[config.mk]
export PLATFORM = sky130hd
export DESIGN_NAME = iterative_divider
export DESIGN_NICKNAME = d
export VERILOG_FILES = /design/src/rtl/iterative_divider.sv
export SDC_FILE = /design/constraint.sdc
export NUM_CORES = 1
export LEC_CHECK = 0
export ABC_AREA = 1
export CORE_MARGIN = 4
export CORE_UTILIZATION = 67
export CTS_BUF_LIST = sky130_fd_sc_hd__clkbuf_8
export CTS_CLUSTER_SIZE = 8
export DETAILED_ROUTE_END_ITERATION = 12
export PLACE_DENSITY = 0.95
export SETUP_SLACK_MARGIN = 0.05
export SLEW_MARGIN = 0
export SYNTH_ARGS = -nofsm -noshare
export SYNTH_HDL_FRONTEND = slang
export SYNTH_SLANG_ARGS = --single-unit
[constraint.sdc]
create_clock -name clk -period 12.7 [get_ports clk]
set_clock_uncertainty 0.2 [all_clocks]
set_input_delay 3.175 -clock clk [delete_from_list [all_inputs] [get_ports clk]]
set_output_delay 3.175 -clock clk [all_outputs]
set_load 0.02 [all_outputs]
[src/rtl/iterative_divider.sv]
// Multi-cycle RV32M divide/remainder unit (DIV/DIVU/REM/REMU), radix-2 restoring, one bit per cycle.
// Optional DIVIDER_FASTPATH_EN: divide-by-zero and signed overflow finish in one cycle.
module iterative_divider #(
    parameter int DATA_WIDTH = 32,
    parameter int CNT_WIDTH  = 6
) (
    input  logic                  clk,
    input  logic                  rst,
    input  logic                  flush,
    input  logic                  reqValid,
    output logic                  reqReady,
    input  logic [1:0]            divOp,
    input  logic [DATA_WIDTH-1:0] op1,
    input  logic [DATA_WIDTH-1:0] op2,
    output logic                  respValid,
    input  logic                  respReady,
    output logic [DATA_WIDTH-1:0] result,
    output logic                  busy
);

    typedef enum logic [1:0] {IDLE, CALC, DONE} state_t;

    localparam logic [DATA_WIDTH-1:0] MIN_NEG = {1'b1, {(DATA_WIDTH-1){1'b0}}};
    localparam logic [DATA_WIDTH-1:0] ALL_ONE = '1;

    state_t                state_q, state_d;
    logic [1:0]            op_q;
    logic                  neg1_q, neg2_q, zero_q, ovf_q;
    logic [DATA_WIDTH-1:0] rem_q, quo_q, dvs_q, op1_q, result_q;
    logic [CNT_WIDTH-1:0]  cnt_q;

    logic                  accept, fast, in_signed, in_zero, in_ovf, last;
    logic [DATA_WIDTH-1:0] abs1, abs2;
    logic [DATA_WIDTH:0]   rem_sh, trial;
    logic [DATA_WIDTH-1:0] rem_next, quo_next, q_fix, r_fix, final_res;
    logic                  q_signed;

    assign reqReady  = (state_q == IDLE);
    assign busy      = (state_q != IDLE);
    assign respValid = (state_q == DONE);
    assign result    = result_q;

    assign accept    = reqValid && reqReady && !flush;
    assign in_signed = !divOp[0];
    assign in_zero   = (op2 == '0);
    assign in_ovf    = in_signed && (op1 == MIN_NEG) && (op2 == ALL_ONE);
    assign abs1      = (in_signed && op1[DATA_WIDTH-1]) ? -op1 : op1;
    assign abs2      = (in_signed && op2[DATA_WIDTH-1]) ? -op2 : op2;

    // Partial remainder is one bit wider after the shift so large divisors restore correctly.
    assign rem_sh   = {rem_q, quo_q[DATA_WIDTH-1]};
    assign trial    = rem_sh - {1'b0, dvs_q};
    assign rem_next = trial[DATA_WIDTH] ? rem_sh[DATA_WIDTH-1:0] : trial[DATA_WIDTH-1:0];
    assign quo_next = {quo_q[DATA_WIDTH-2:0], !trial[DATA_WIDTH]};
    assign last     = (cnt_q == CNT_WIDTH'(DATA_WIDTH - 1));

    always_comb begin
        q_signed  = !op_q[0];
        q_fix     = (q_signed && (neg1_q != neg2_q)) ? -quo_next : quo_next;
        r_fix     = (q_signed && neg1_q) ? -rem_next : rem_next;
        if (zero_q) begin
            q_fix = ALL_ONE;
            r_fix = op1_q;
        end else if (ovf_q) begin
            q_fix = MIN_NEG;
            r_fix = '0;
        end
        final_res = op_q[1] ? r_fix : q_fix;
    end

`ifdef DIVIDER_FASTPATH_EN
    logic [DATA_WIDTH-1:0] fast_res;
    assign fast = accept && (in_zero || in_ovf);
    always_comb begin
        if (in_zero) fast_res = divOp[1] ? op1 : ALL_ONE;
        else         fast_res = divOp[1] ? '0 : MIN_NEG;
    end
`else
    assign fast = 1'b0;
`endif

    always_ff @(posedge clk or posedge rst) begin
        if (rst) state_q <= IDLE;
        else     state_q <= state_d;
    end

    always_comb begin
        state_d = state_q;
        case (state_q)
            IDLE: if (accept) state_d = fast ? DONE : CALC;
            CALC: begin
                if (flush)     state_d = IDLE;
                else if (last) state_d = DONE;
            end
            DONE: if (flush || respReady) state_d = IDLE;
            default: state_d = IDLE;
        endcase
    end

    always_ff @(posedge clk or posedge rst) begin
        if (rst) begin
            op_q     <= '0;
            neg1_q   <= 1'b0;
            neg2_q   <= 1'b0;
            zero_q   <= 1'b0;
            ovf_q    <= 1'b0;
            rem_q    <= '0;
            quo_q    <= '0;
            dvs_q    <= '0;
            op1_q    <= '0;
            cnt_q    <= '0;
            result_q <= '0;
        end else begin
            case (state_q)
                IDLE: if (accept) begin
                    op_q   <= divOp;
                    neg1_q <= in_signed && op1[DATA_WIDTH-1];
                    neg2_q <= in_signed && op2[DATA_WIDTH-1];
                    zero_q <= in_zero;
                    ovf_q  <= in_ovf;
                    rem_q  <= '0;
                    quo_q  <= abs1;
                    dvs_q  <= abs2;
                    op1_q  <= op1;
                    cnt_q  <= '0;
`ifdef DIVIDER_FASTPATH_EN
                    if (fast) result_q <= fast_res;
`endif
                end
                CALC: if (!flush) begin
                    rem_q <= rem_next;
                    quo_q <= quo_next;
                    cnt_q <= cnt_q + 1'b1;
                    if (last) result_q <= final_res;
                end
                default: ;
            endcase
        end
    end

endmodule

; Word level (Yosys, flattened, before mapping)
; Index checks and enable logic that the tools add are counted.
[op_classes]
n_addsub = 6
mul = 0
div = 0
order_cmp = 0
n_eq_ne = 10
shifts = 0
n_mux = 24
bitwise = 1
reduce_logical = 21
[op_table]
columns = cell, n
row1 = $mux 32, 14
row2 = $neg 32->32, 4
row3 = $pmux 32 s2, 2
row4 = $eq 32x32->1 const B, 2
row5 = $sub 33x32->33, 1
row6 = $logic_not 32->1, 1
row7 = $mux 6, 2
row8 = $pmux 6 s2, 1
row9 = $reduce_and 3->1, 3
row10 = $logic_and 1x1->1, 8
row11 = $mux 2, 4
row12 = $add 6x1->6 const B, 1
row13 = $eq 6x5->1 const B, 1
row14 = $pmux 2 s3, 1
row15 = $logic_not 1->1, 4
row16 = $ne 2x1->1 const B, 2
row17 = $reduce_bool 2->1, 2
row18 = $ne 3x3->1 const B, 1
row19 = $eq 2x1->1 const B, 1
row20 = $eq 2x2->1 const B, 1
row21 = $logic_not 2->1, 1
row22 = $ne 2x2->1 const B, 1
row23 = $reduce_and 2->1, 1
row24 = $logic_or 1x1->1, 1
row25 = other kinds (2), 2
[totals]
reg_bits = 174
latch_bits = 0
ram_bits = 0
romBits = 0
input_bits = 71
out_inout_bits = 35
elab_cells = 74
mem_count = 0

; Longest topological paths before layout
[logic_depth]
ltp_word = 7
depth_mapped = 30

; Least setup slack after synthesis
; Ideal clock, no wire load.
[synth_path]
kind = in2reg
from = input op1[1]
to = register quo_q[26]
setup_ps = 123
t_arrival_ps = 5136
required_time_ps = 12377
setup_slack_ps = 7241
cell_stages = 14
cell_sequence = inv_1 > ha_1 > nand3_1 > nor3_1 > nand3_1 > nand3b_1 > nor3_1 > nand4_1 > or2_2 > inv_1 > a21oi_1 > xor2_1 > o21ai_0 > nand2_1
[synth_between]
elab_chain_len = 4
[synth_lines]
columns = element, line
row1 = start: declaration, 13  ; input logic [DATA_WIDTH-1:0] op1,
row2 = $neg 32->32, 47  ; assign abs1 = (in_signed && op1[DATA_WIDTH-1]) ? -op1 : op1;
row3 = $mux 32, 47
row4 = $mux 32, 115  ; IDLE: if (accept) begin
row5 = $pmux 32 s2, 114  ; case (state_q)
row6 = end signal: assignment, 122  ; quo_q <= abs1;
row7 = end signal: assignment, 132  ; quo_q <= quo_next;
row8 = end: declaration, 29  ; logic [DATA_WIDTH-1:0] rem_q, quo_q, dvs_q, op1_q, result_q;
; No other way between the ends. The select of a mux whose other input is x is not followed.
; A chain may end at the register's enable or synchronous reset.

; Final worst setup path
[layout_path]
from = input flush
to = register result_q[23] (netlist: result[23])
[layout_between]
elab_chain_len = 2
[layout_lines]
columns = element, line
row1 = start: declaration, 9  ; input logic flush,
row2 = $not 1->1 (no source line), --
row3 = $reduce_and 3->1 (no source line), --
row4 = end signal: assignment, 134  ; if (last) result_q <= final_res;
row5 = end: declaration, 29
; No other way between the ends.

==> impl_metrics.toml <==
[detailed_routing]
num_vias = 16400
ant_nets = 0
wl_per_cell_um = 18.8
drt_drc_violations_left = 0
wl_um = 50400
first_iter_violations = 2188
drtPass1Iterations = 7
avgViaCountPerCell = 6.11

[setup_path]
crit_family = "buffers and inverters"
critPathKind = "input pin to register"
cp_data_required_time_ns = 12.93
crit_chain = "clkdlybuf4s50_1 > nor2_1 > buf_4 > clkinv_1 > nor2_1 > clkinv_1 > a21oi_1 > nand2_1 > nand2_1"
worstPathArrival_ns = 6.73
cpMaxStageDelayCell = "clkinv_1"
cp-end-kind = "register"
cp_max_fo = 37
slowest_delay_ns = 0.88
startpoint_type = "input pin"
crit_buf_inv = 4

[sta]
hold_violations = 0
finalMaxSlewViolations = 0
finalSetupTns_ns = 0
min_period_over_period = 0.512
setup_viol = 0
rsz0062_at_grt = "false"
worstMarginPinSlew_ns = 1.30
max_freq_mhz = 154
hold_slack_ns = 0.298
relSlewSlack = 0.132
min_period_ns = 6.50

[final_layout]
area_growth_pct = 11.2
n_fill_cell = 1670
final_cells = 2678
drive_gt1_frac = 0.0437
fin_area_um2 = 16000
fin_nets = 2498

[cts]
cts_tree = "built"
cts_resized = 0
cts_max_level = 4
clk_pin_slew_ns = 0.10
post_cts_buffers = 0
cts-root-buf = "clkbuf_8"
clockBufferDepth = 2
hold_buffers = 0
cts_inserted_buffers = 17
cts_sinks = 174
insertion_delay_ns = 0.50

[power_and_ir_drop]
irDropWorstVdd_mv = 0.156
internal_power_mw = 1.76
p_leak_nw = 8.45
p_per_area_nw_per_um2 = 263
clock_power_share = 0.108
pwr-share-comb = 0.690
switchingPower_mw = 2.42
seqPwrFrac = 0.202
swShare = 0.579

[synth]
syn_area_per_cell_um2 = 6.16
yosysWarnings = 0
synth-seq-cells = 174
synthCells = 2329
synth.cell_area_um2 = 14300
yosysSeqAreaShare = 0.304
syn_nets = 2439
yosysUniqueCellTypes = 51

[die]
initial_utilization = 0.682
die_area_um2 = 23800
io_pins = 106
die_w_um = 154
num_rows = 53
die_h_um = 154
coreArea_um2 = 21000

[global_routing]
grt_pass1_vias = 14700
grt_pass1_wl_um = 78600
grt_util_all_layers = 0.418
grt_max_degree = 113
antenna_found_initial = 1
grt_overflow = 0

[flow_run]
cap_viol_max_count = 0

[status]
outcome = "completed"

[place]
dp.cells = 2644
place_area_um2 = 15500
dpl.hpwl_um = 38700
gp_congestion = 1.07
numPortBuffers = 105

[hold_path]
worstHoldPathType = "register to register"
[metal layers]
metal	vias to the layer above	global-route usage	wire, µm
li1	7549	-	-
met1	7449	0.578	19900
met2	1156	0.618	21300
met3	209	0.149	7300
met4	0	0.131	1880
met5	-	0	0
[cell usage in the layout (no fill, tap or decap), types with 4 or more instances in the layout]
| master | count |
|---|---|
| nor2_1 | 178 |
| inv_6 | 5 |
| nor2_2 | 15 |
| clkbuf_8 | 18 |
| dfrtp_1 | 174 |
| buf_4 | 15 |
| nand3_1 | 168 |
| o21ai_1 | 8 |
| clkinv_1 | 4 |
| o21ai_0 | 161 |
| nand3b_1 | 9 |
| o211ai_1 | 21 |
| xnor2_1 | 12 |
| o31ai_1 | 7 |
| bufinv_16 | 4 |
| nand2_1 | 796 |
| clkdlybuf4s50_1 | 105 |
| a21oi_1 | 124 |
| nor4_1 | 4 |
| ha_1 | 38 |
| nand2_4 | 6 |
| o22ai_1 | 32 |
| inv_1 | 326 |
| nor3_1 | 36 |
| or2_2 | 5 |
| nand4_1 | 30 |
| nand2_2 | 18 |
| xor2_1 | 42 |
[cells in the mapped netlist, drive strengths merged]
cell,n,share of area
a21o,2,0.0010
a21oi,128,0.046
a221oi,1,0.00061
a22o,1,0.00061
a22oi,2,0.0010
a31oi,1,0.00044
and2,2,0.00087
and3,1,0.00044
buf,17,0.0099
clkbuf,63,0.016
clkinv,4,0.0010
dfrtp,174,0.30
fa,1,0.0014
ha,38,0.033
inv,329,0.086
nand2,820,0.22
nand3,172,0.062
nand3b,9,0.0047
nand4,30,0.013
nor2,193,0.053
nor3,38,0.013
nor3b,1,0.00052
nor4,4,0.0017
o211ai,21,0.011
o21a,1,0.00052
o21ai,170,0.060
o21bai,1,0.00052
o221ai,2,0.0012
o22ai,32,0.014
o31ai,7,0.0037
o32ai,1,0.00061
o41ai,2,0.0012
or2,6,0.0026
or4,1,0.00052
xnor2,12,0.0073
xor2,42,0.026
[layout make-up]
cell class,count,area [µm²],share of cell area
multi-input cells,1742,8380,0.525
flip-flops and latches,174,4350,0.273
inverters,333,1250,0.0787
repair buffers,120,1160,0.0729
well taps,275,344,0.0216
clock buffers,18,248,0.0155
clock inverters,14,205,0.0129
diodes,2,5.00,0.000314
[through the flow]
step                worst slack (ns)  total power, mW   util
CTS                             6.35             4.06  0.759
global placement                6.09             3.53  0.737
floorplan                       4.61             2.85      -
finish                          6.20             4.19  0.759
detailed placement              5.85             3.60  0.737
global route                    5.93             4.50  0.759
[final timing paths]
path / from / endpoint / slack [ns] / depth (start not counted)
worst max-delay path: flush / result[23] / 6.20 / 9
worst min-delay path: result[19] / result[19] / 0.30 / 2
worst max register to register: quo_q[31] / result[30] / 7.16 / 27
worst min register to register: result[19] / result[19] / 0.30 / 2
max in group asynchronous: rst / result[30] / 8.11 / 3
min in group asynchronous: rst / dvs_q[24] / 2.95 / 2
[registers in the layout (all words and copies together), names as in the netlist]
signal,flops
ovf_q,1
neg1_q,1
zero_q,1
neg2_q,1
op_q,2
rem_q,32
cnt_q,6
result,32
state_q,2
op1_q,32
quo_q,32
dvs_q,32
[worst min-delay path, stage by stage, from the launching register on]
cell     delay (ns)
dfrtp_1        0.36
nand2_1        0.06
nand2_1        0.06
[cells by family after synthesis]
kind of cell,Yosys count,synth area share
and+or+nand+nor,1277,0.373
buffers and inverters,413,0.113
AOI/OAI and AO/OA,372,0.142
DFF,174,0.304
xor gates and xnor gates,54,0.0330
adders and majority gates,39,0.0345
[power by group through the flow]
stage          clock (mW)  sequential (mW)  combinational (mW)
3_5_place_dp            0            0.844                2.75
3_3_place_gp            0            0.836                2.70
4_1_cts             0.452            0.836                2.78
6_report            0.454            0.846                2.89
2_1_floorplan           0            0.794                2.06
5_1_grt             0.474            0.857                3.17
Note: power is estimated with default switching activity, not from simulation.
